### config.mk
export PLATFORM = sky130hd
export DESIGN_NAME = vdp_vram_arbiter
export DESIGN_NICKNAME = d
export VERILOG_FILES = /design/src/rtl/vdp_pkg.sv /design/src/rtl/vdp_io_req_buf.sv /design/src/rtl/vdp_vram_arbiter.sv
export SDC_FILE = /design/constraint.sdc
export NUM_CORES = 1
export LEC_CHECK = 0
export ABC_CLOCK_PERIOD_IN_PS = 2400
export CORE_ASPECT_RATIO = 0.5
export CORE_MARGIN = 8
export CORE_UTILIZATION = 41
export DETAILED_ROUTE_END_ITERATION = 10
export GPL_ROUTABILITY_DRIVEN = 0
export PLACE_DENSITY = 0.82
export REMOVE_ABC_BUFFERS = 1
export SLEW_MARGIN = 20
export SYNTH_ARGS = -nofsm -noshare
export SYNTH_HDL_FRONTEND = slang
export SYNTH_SLANG_ARGS = --single-unit
### constraint.sdc
create_clock -name clk -period 2.4 [get_ports clk]
set_clock_uncertainty 0.1 [all_clocks]
set_input_delay 0.72 -clock clk [delete_from_list [all_inputs] [get_ports clk]]
set_output_delay 0.72 -clock clk [all_outputs]
set_load 0.005 [all_outputs]
### src/rtl/vdp_pkg.sv
`default_nettype none
// ============================================================================
// Module      : vdp_pkg
// Description : Shared VDP constants and types (VRAM geometry, owner tags).
// Revision    : 1.0 - initial release
// ============================================================================
package vdp_pkg;

  localparam int VRAM_ADDR_W = 14;
  localparam int VRAM_DATA_W = 8;

  // Which requester owned the VRAM port in a given cycle
  typedef enum logic [1:0] {
    OWN_NONE  = 2'd0,
    OWN_REN   = 2'd1,
    OWN_IO_RD = 2'd2,
    OWN_IO_WR = 2'd3
  } vram_owner_t;

endpackage
`default_nettype wire

### src/rtl/vdp_io_req_buf.sv
`default_nettype none
// ============================================================================
// Module      : vdp_io_req_buf
// Description : Single-entry I/O request buffer. Captures an io_go pulse when
//               empty (or when its current entry is leaving this cycle) and
//               flags a dropped request with a one-cycle overrun pulse.
// Revision    : 1.0 - initial release
// ============================================================================
module vdp_io_req_buf #(
  parameter int ADDR_W = 14,
  parameter int DATA_W = 8
) (
  input  logic              clk,
  input  logic              rst,
  input  logic              go,
  input  logic              we,
  input  logic [ADDR_W-1:0] addr,
  input  logic [DATA_W-1:0] wdata,
  input  logic              clear,
  output logic              buf_valid,
  output logic              buf_we,
  output logic [ADDR_W-1:0] buf_addr,
  output logic [DATA_W-1:0] buf_wdata,
  output logic              overrun
);

  logic              r_valid;
  logic              r_we;
  logic [ADDR_W-1:0] r_addr;
  logic [DATA_W-1:0] r_wdata;
  logic              r_overrun;
  logic              w_capture;

  // A slot is free if empty or if the entry is granted in this same cycle
  assign w_capture = go && (!r_valid || clear);

  // Entry capture/clear and overrun flag
  always_ff @(posedge clk) begin
    if (rst) begin
      r_valid   <= 1'b0;
      r_we      <= 1'b0;
      r_addr    <= '0;
      r_wdata   <= '0;
      r_overrun <= 1'b0;
    end else begin
      r_overrun <= go && r_valid && !clear;
      if (w_capture) begin
        r_valid <= 1'b1;
        r_we    <= we;
        r_addr  <= addr;
        r_wdata <= wdata;
      end else if (clear) begin
        r_valid <= 1'b0;
      end
    end
  end

  assign buf_valid = r_valid;
  assign buf_we    = r_we;
  assign buf_addr  = r_addr;
  assign buf_wdata = r_wdata;
  assign overrun   = r_overrun;

endmodule
`default_nettype wire

### src/rtl/vdp_vram_arbiter.sv
`default_nettype none
// ============================================================================
// Module      : vdp_vram_arbiter
// Description : Single-port VRAM arbiter between the render fetcher (priority)
//               and the CPU I/O path. A wait counter forces a buffered I/O
//               request through after IO_MAX_WAIT lost cycles.
// Revision    : 1.0 - initial release
// ============================================================================
module vdp_vram_arbiter
  import vdp_pkg::*;
#(
  parameter int ADDR_W      = VRAM_ADDR_W,
  parameter int DATA_W      = VRAM_DATA_W,
  parameter int IO_MAX_WAIT = 16
) (
  input  logic              clk,
  input  logic              rst,
  input  logic              ren_req,
  input  logic [ADDR_W-1:0] ren_addr,
  output logic              ren_ack,
  output logic              ren_rvalid,
  output logic [DATA_W-1:0] ren_rdata,
  input  logic              io_go,
  input  logic              io_we,
  input  logic [ADDR_W-1:0] io_addr,
  input  logic [DATA_W-1:0] io_wdata,
  output logic              io_done,
  output logic [DATA_W-1:0] io_rdata,
  output logic              io_pending,
  output logic              io_overrun,
  output logic              screen_busy,
  output logic [ADDR_W-1:0] vram_addr,
  output logic              vram_we,
  output logic [DATA_W-1:0] vram_wdata,
  input  logic [DATA_W-1:0] vram_rdata
);

  localparam logic [7:0] c_max_wait = 8'(IO_MAX_WAIT);

  logic              w_buf_valid;
  logic              w_buf_we;
  logic [ADDR_W-1:0] w_buf_addr;
  logic [DATA_W-1:0] w_buf_wdata;
  logic              w_io_grant;
  logic              w_ren_grant;
  vram_owner_t       w_owner;

  logic [7:0]        r_wait_cnt;
  vram_owner_t       r_last_owner;
  logic [ADDR_W-1:0] r_addr_shadow;
  logic [DATA_W-1:0] r_io_rdata;
  logic              r_screen_busy;

  vdp_io_req_buf #(
    .ADDR_W (ADDR_W),
    .DATA_W (DATA_W)
  ) u_req_buf (
    .clk       (clk),
    .rst       (rst),
    .go        (io_go),
    .we        (io_we),
    .addr      (io_addr),
    .wdata     (io_wdata),
    .clear     (w_io_grant),
    .buf_valid (w_buf_valid),
    .buf_we    (w_buf_we),
    .buf_addr  (w_buf_addr),
    .buf_wdata (w_buf_wdata),
    .overrun   (io_overrun)
  );

  // Grant decision: I/O wins when render is idle or the I/O entry has starved
  always_comb begin
    w_io_grant  = w_buf_valid && (!ren_req || (r_wait_cnt == c_max_wait));
    w_ren_grant = !w_io_grant && ren_req;
    if (w_io_grant)
      w_owner = w_buf_we ? OWN_IO_WR : OWN_IO_RD;
    else if (w_ren_grant)
      w_owner = OWN_REN;
    else
      w_owner = OWN_NONE;
  end

  // VRAM port mux; the address parks on its last value when nobody owns it
  always_comb begin
    vram_addr  = r_addr_shadow;
    vram_we    = 1'b0;
    vram_wdata = '0;
    if (w_io_grant) begin
      vram_addr  = w_buf_addr;
      vram_we    = w_buf_we;
      vram_wdata = w_buf_wdata;
    end else if (w_ren_grant) begin
      vram_addr = ren_addr;
    end
  end

  // Completion tag, starvation counter, address shadow and read-data capture
  always_ff @(posedge clk) begin
    if (rst) begin
      r_wait_cnt    <= '0;
      r_last_owner  <= OWN_NONE;
      r_addr_shadow <= '0;
      r_io_rdata    <= '0;
      r_screen_busy <= 1'b0;
    end else begin
      r_last_owner  <= w_owner;
      r_addr_shadow <= vram_addr;
      r_screen_busy <= w_ren_grant;
      if (w_io_grant || !w_buf_valid)
        r_wait_cnt <= '0;
      else if (r_wait_cnt != c_max_wait)
        r_wait_cnt <= r_wait_cnt + 8'd1;
      // Read data is on vram_rdata during the io_done cycle; held afterwards
      if (r_last_owner == OWN_IO_RD)
        r_io_rdata <= vram_rdata;
    end
  end

  assign ren_ack     = w_ren_grant;
  assign ren_rvalid  = (r_last_owner == OWN_REN);
  assign ren_rdata   = vram_rdata;
  assign io_done     = (r_last_owner == OWN_IO_RD) || (r_last_owner == OWN_IO_WR);
  assign io_rdata    = r_io_rdata;
  assign io_pending  = w_buf_valid;
  assign screen_busy = r_screen_busy;

endmodule
`default_nettype wire

After elaboration in Yosys (flattened, before gate mapping)
Index checks and enable logic that the tools add are counted.
{ "totals": {"wordCells": 38, "register_bits": 58} }
{ "classes": {"n_addsub": 1, "muxes": 9, "n_reduce_logical": 13, "eq_ne": 5} }
{ "ops": {"columns": ["operator", "count"], "rows": [
  ["2-to-1 mux 14 bit", 2],
  ["adder 8 x 1 -> 8 bit, second input constant", 1],
  ["== test 8 x 5 -> 1 bit, second input constant", 1],
  ["2-to-1 mux 8 bit", 1],
  ["!= test 8 x 5 -> 1 bit, second input constant", 1],
  ["logical AND 1 bit", 5],
  ["2-to-1 mux 1 bit", 5],
  ["== test 2 bit, second input constant", 2],
  ["logical NOT 1 bit", 3],
  ["logical OR 1 bit", 3],
  ["== test 2 x 1 -> 1 bit, second input constant", 1],
  ["2-to-1 mux 2 bit", 1],
  ["nonzero test 2 bit", 1],
  ["OR reduction 2 bit", 1]
]} }

Depth between registers and ports, before layout
{ "depth": {"word_depth": 7, "ltp_mapped": 8, "ltp_nobuf": 5} }

Modules after synthesis
Synthesis repeated with hierarchy kept, for this count alone.
{ "unflattened": {"cells_unflattened": 312, "hier_area_um2": 2996.6} }
{ "modules_own_cells": {"columns": ["mod", "seq_area_each_um2", "cells_per_inst", "area_per_inst_um2", "n_inst"], "rows": [
  ["vdp_vram_arbiter", 660.6, 206, 1874.3, 1],
  ["vdp_io_req_buf", 500.5, 106, 1122.3, 1]
]} }

Least setup slack after synthesis
Ideal clock, no wire load.
{ "synth_path": {"path_type": "input to output", "startpoint": "in ren_req", "endpoint": "out vram_addr[2]", "t_required_ps": 1580, "cell_stages": 5, "arrival_time_ps": 1702, "path_slack_ps": -122, "cell_sequence": "buf_4 > buf_2 > mux2_2 > a211oi_1 > a21oi_1"} }
{ "synth_via": {"elab_chain_cells": 7} }
{ "synth_rtl": {"columns": ["element", "line", "rtl"], "rows": [
  ["start, declared", "vdp_vram_arbiter.sv:18", "input logic ren_req,"],
  ["logical NOT 1 bit", "vdp_vram_arbiter.sv:74", "w_io_grant = w_buf_valid && (!ren_req || (r_wait_cnt == c_max_wait));"],
  ["logical OR 1 bit", "vdp_vram_arbiter.sv:74", null],
  ["logical AND 1 bit", "vdp_vram_arbiter.sv:74", null],
  ["logical NOT 1 bit", "vdp_vram_arbiter.sv:75", "w_ren_grant = !w_io_grant && ren_req;"],
  ["logical AND 1 bit", "vdp_vram_arbiter.sv:75", null],
  ["2-to-1 mux 14 bit", "vdp_vram_arbiter.sv:93", "end else if (w_ren_grant) begin"],
  ["2-to-1 mux 14 bit (*)", "vdp_vram_arbiter.sv:89", "if (w_io_grant) begin"],
  ["end, declared", "vdp_vram_arbiter.sv:32", "output logic [ADDR_W-1:0] vram_addr,"]
]} }
Mark *: on every way between the ends. The rest lies on a longest branch, timed or not.

Worst setup path after layout
{ "layout_path": {"startpoint": "reg r_wait_cnt[0]", "endpoint": "out vram_addr[5]"} }
{ "layout_via": {"elab_chain_cells": 7} }
{ "layout_rtl": {"columns": ["element", "line", "rtl"], "rows": [
  ["start, declared", "vdp_vram_arbiter.sv:48", "logic [7:0] r_wait_cnt;"],
  ["start signal, assigned", "vdp_vram_arbiter.sv:113", "r_wait_cnt <= r_wait_cnt + 8'd1;"],
  ["== test 8 x 5 -> 1 bit (*)", "vdp_vram_arbiter.sv:74", null],
  ["logical OR 1 bit (*)", "vdp_vram_arbiter.sv:74", null],
  ["logical AND 1 bit (*)", "vdp_vram_arbiter.sv:74", null],
  ["logical NOT 1 bit", "vdp_vram_arbiter.sv:75", null],
  ["logical AND 1 bit", "vdp_vram_arbiter.sv:75", null],
  ["2-to-1 mux 14 bit", "vdp_vram_arbiter.sv:93", null],
  ["2-to-1 mux 14 bit (*)", "vdp_vram_arbiter.sv:89", null]
]} }
Marked as above.

==> impl_metrics.json <==
{
  "worstPathArrival_ns": 1.92,
  "synth_area_leader_cell": "dfxtp_1",
  "combPwrFrac_pct": 18.5,
  "port_buffers": 93,
  "worstMarginPinSlew_ns": 0.363,
  "crit_required_ns": 1.58,
  "antenna_cells": 0,
  "crit_type": "flip-flop to output pin",
  "period_share_pct": 114,
  "drv_slew": 0,
  "cts_tree": "built",
  "grt_max_degree": 37,
  "ctsHtreeMaxLevel": 3,
  "nFillCells": 445,
  "ff_latch_area_sq_um": 1160,
  "clk_latency_ns": 0.33,
  "die_h_um": 74.3,
  "layout_commonest_cell": "clkdlybuf4s50_1",
  "netlist_area_sq_um": 2790,
  "firstDrtPassIters": 6,
  "synth_top_area_share_pct": 41.6,
  "p_total_uw": 2870,
  "drt_iter0_drc": 192,
  "most-common-layout-cells": "clkdlybuf4s50_1 (57), dfxtp_1 (56), nand2_1 (48), buf_4 (37), mux2i_1 (31)",
  "area_delta_synth_final_pct": 70.5,
  "die_w_um": 133,
  "crit_fanout": 5,
  "drc": 0,
  "routed_wl_um": 9530,
  "start_util_pct": 42.0,
  "netlist_top_cells_area": "dfxtp_1 (42%), mux2i_1 (11%), a211oi_1 (7.5%)",
  "antenna_found_initial": 0,
  "ys_seq_area_share_pct": 41.6,
  "postRouteAntennaNets": 0,
  "multiInputGateArea_sq_um": 1580,
  "utilization_pct": 71.6,
  "status": "finished, violations left",
  "powerDensity_nw_per_um2": 603,
  "rsz0062_at_grt": "yes",
  "numClockSinks": 58,
  "overflow": 0,
  "violations": "negative setup slack",
  "syn_avg_cell_area_sq_um": 9.03,
  "setup_violations": 24,
  "maxCapViolCount": 0,
  "grt_usage_pct": 18.4,
  "grt_pass1_vias": 2872,
  "cts_buffer_depth": 2,
  "coreArea_sq_um": 6650,
  "fin_ws_ns": -0.338,
  "p_switching_uw": 676,
  "hold_violations": 0,
  "clkPwrFrac_pct": 45.3,
  "fp-row-count": 21,
  "fmax_mhz": 365,
  "worst_ir_drop_vdd_mv": 0.426,
  "cts_hold_buf": 0,
  "hold_class": "flip-flop to flip-flop",
  "layout-drive-gt1-share_pct": 35.5,
  "routed-via-count": 2737,
  "slew_headroom_pct": 75.8,
  "p_int_uw": 2200,
  "nets": 489,
  "start_kind": "flip-flop",
  "wl_per_cell_um": 17.8,
  "switching_share_pct": 23.5,
  "cts_root_buf": "clkbuf_16",
  "dpl.hpwl_um": 5130,
  "netlist_instances": 309,
  "min_period_ns": 2.74,
  "cts.clk_slew.worst_paths_ns": 0.05,
  "ys_warn_count": 0,
  "leakagePower_uw": 0.00197,
  "pwr-share-seq_pct": 36.3,
  "via_per_inst": 5.13,
  "ys_types": 33,
  "ys_ff_latch": 58,
  "endpoint_kind": "output pin",
  "grt_pass1_wl_um": 14300,
  "cts-buffers-inserted": 9,
  "dieArea_sq_um": 9860,
  "io_pins": 94
}
Yosys cell counts:
cell and count:
clkbuf_1 9, dfxtp_1 58, nor4bb_1 1, nand3_1 4, a21oi_1 19, xor2_1 2
a21bo_2 1, nor2b_1 3, a21o_1 2, inv_1 20, and2_1 9, nand4_1 1
ha_1 2, buf_4 13, xnor2_1 1, o21bai_1 1, mux2i_1 31, nor4b_4 1
nand4bb_1 1, nor4b_1 2, nor2_1 15, o2111ai_2 1, a211oi_1 28, buf_2 6
a21boi_0 1, o22ai_1 1, buf_1 1, buf_6 5, mux2_2 14, or3_1 4
nand2_1 48, o21ai_0 3, nor4_1 1
final cells by class:
| type | instances | share of cell area, % |
|---|---|---|
| Inverter | 20 | 1.58 |
| Sequential cell | 58 | 24.5 |
| Clock buffer | 13 | 5.68 |
| Multi-Input combinational cell | 197 | 33.3 |
| Tap cell | 92 | 2.42 |
| Timing Repair Buffer | 152 | 31.8 |
| Clock inverter | 2 | 0.736 |
kinds of logic after synthesis:
group | share of synthesized area (%)
compound gates | 13.7
xor+xnor | 0.942
fa+ha+maj | 0.897
buf+inv | 10.6
flops | 41.6
mux | 16.8
simple gates | 15.5
worst paths after layout:
| check | start | endpoint | slack (ns) | cells past startpoint |
|---|---|---|---|---|
| hold reg to reg | u_req_buf.buf_addr[9] | u_req_buf.buf_addr[9] | 0.35 | 2 |
| setup / recovery | r_wait_cnt[0] | vram_addr[5] | -0.34 | 9 |
| hold / removal | u_req_buf.buf_addr[9] | u_req_buf.buf_addr[9] | 0.35 | 2 |
| setup reg to reg | r_wait_cnt[0] | u_req_buf.buf_addr[10] | 0.31 | 9 |
power by group through the flow:
stage                     Sequential (uW)  Clock [uW]  Combinational, uW
after floorplan                      1050           0                163
after global placement               1050           0                415
after detailed placement             1050           0                422
after CTS                            1040        1300                494
after global routing                 1040        1370                568
final                                1040        1300                531
state kept, by name, indices dropped and copies added (netlist names):
signal,cells
u_req_buf.buf_addr,14
r_last_owner,2
io_rdata,8
u_req_buf.buf_wdata,8
u_req_buf.overrun,1
u_req_buf.buf_we,1
screen_busy,1
r_wait_cnt,8
r_addr_shadow,14
u_req_buf.buf_valid,1
repair_timing:
item | in CTS | in global routing
cloned | 4 | 1
pin swaps | 28 | 4
resized for setup | 179 | 14
endpoints found under the setup margin | 32 | 24
setup buffers | 24 | 8
critical path, stage by stage (launching register included):
cell and delay [ns]:
dfxtp_2 0.32, inv_2 0.06, ha_4 0.13, nor4bb_4 0.26
buf_4 0.17, buf_6 0.13, buf_12 0.13, a211oi_4 0.06
a21oi_1 0.16, buf_2 0.15
layer usage:
layer / part of all wire (%) / GRT usage, % / up-vias
met2: 49 / 31.6 / 103
li1: - / - / 1290
met4: 2.9 / 10.2 / 0
met1: 41 / 19.4 / 1316
met3: 7.0 / 7.41 / 28
met5: 0 / 0 / -
per-stage QoR:
stage | area (sq um) | hold WS, ns | setup TNS, ns | cells | setup slack, ns
final | 4760 | 0.354 | -6.57 | 534 | -0.338
after global routing | 4760 | 0.374 | -7.86 | 534 | -0.390
after CTS | 4680 | 0.357 | -6.24 | 530 | -0.334
after detailed placement | 3910 | 0.347 | -23.96 | 487 | -1.02
after global placement | 3910 | 0.338 | -22.72 | 487 | -0.966
after floorplan | 2570 | 0.330 | -57.49 | 275 | -1.28
Note: power is estimated with default switching activity, not from simulation.
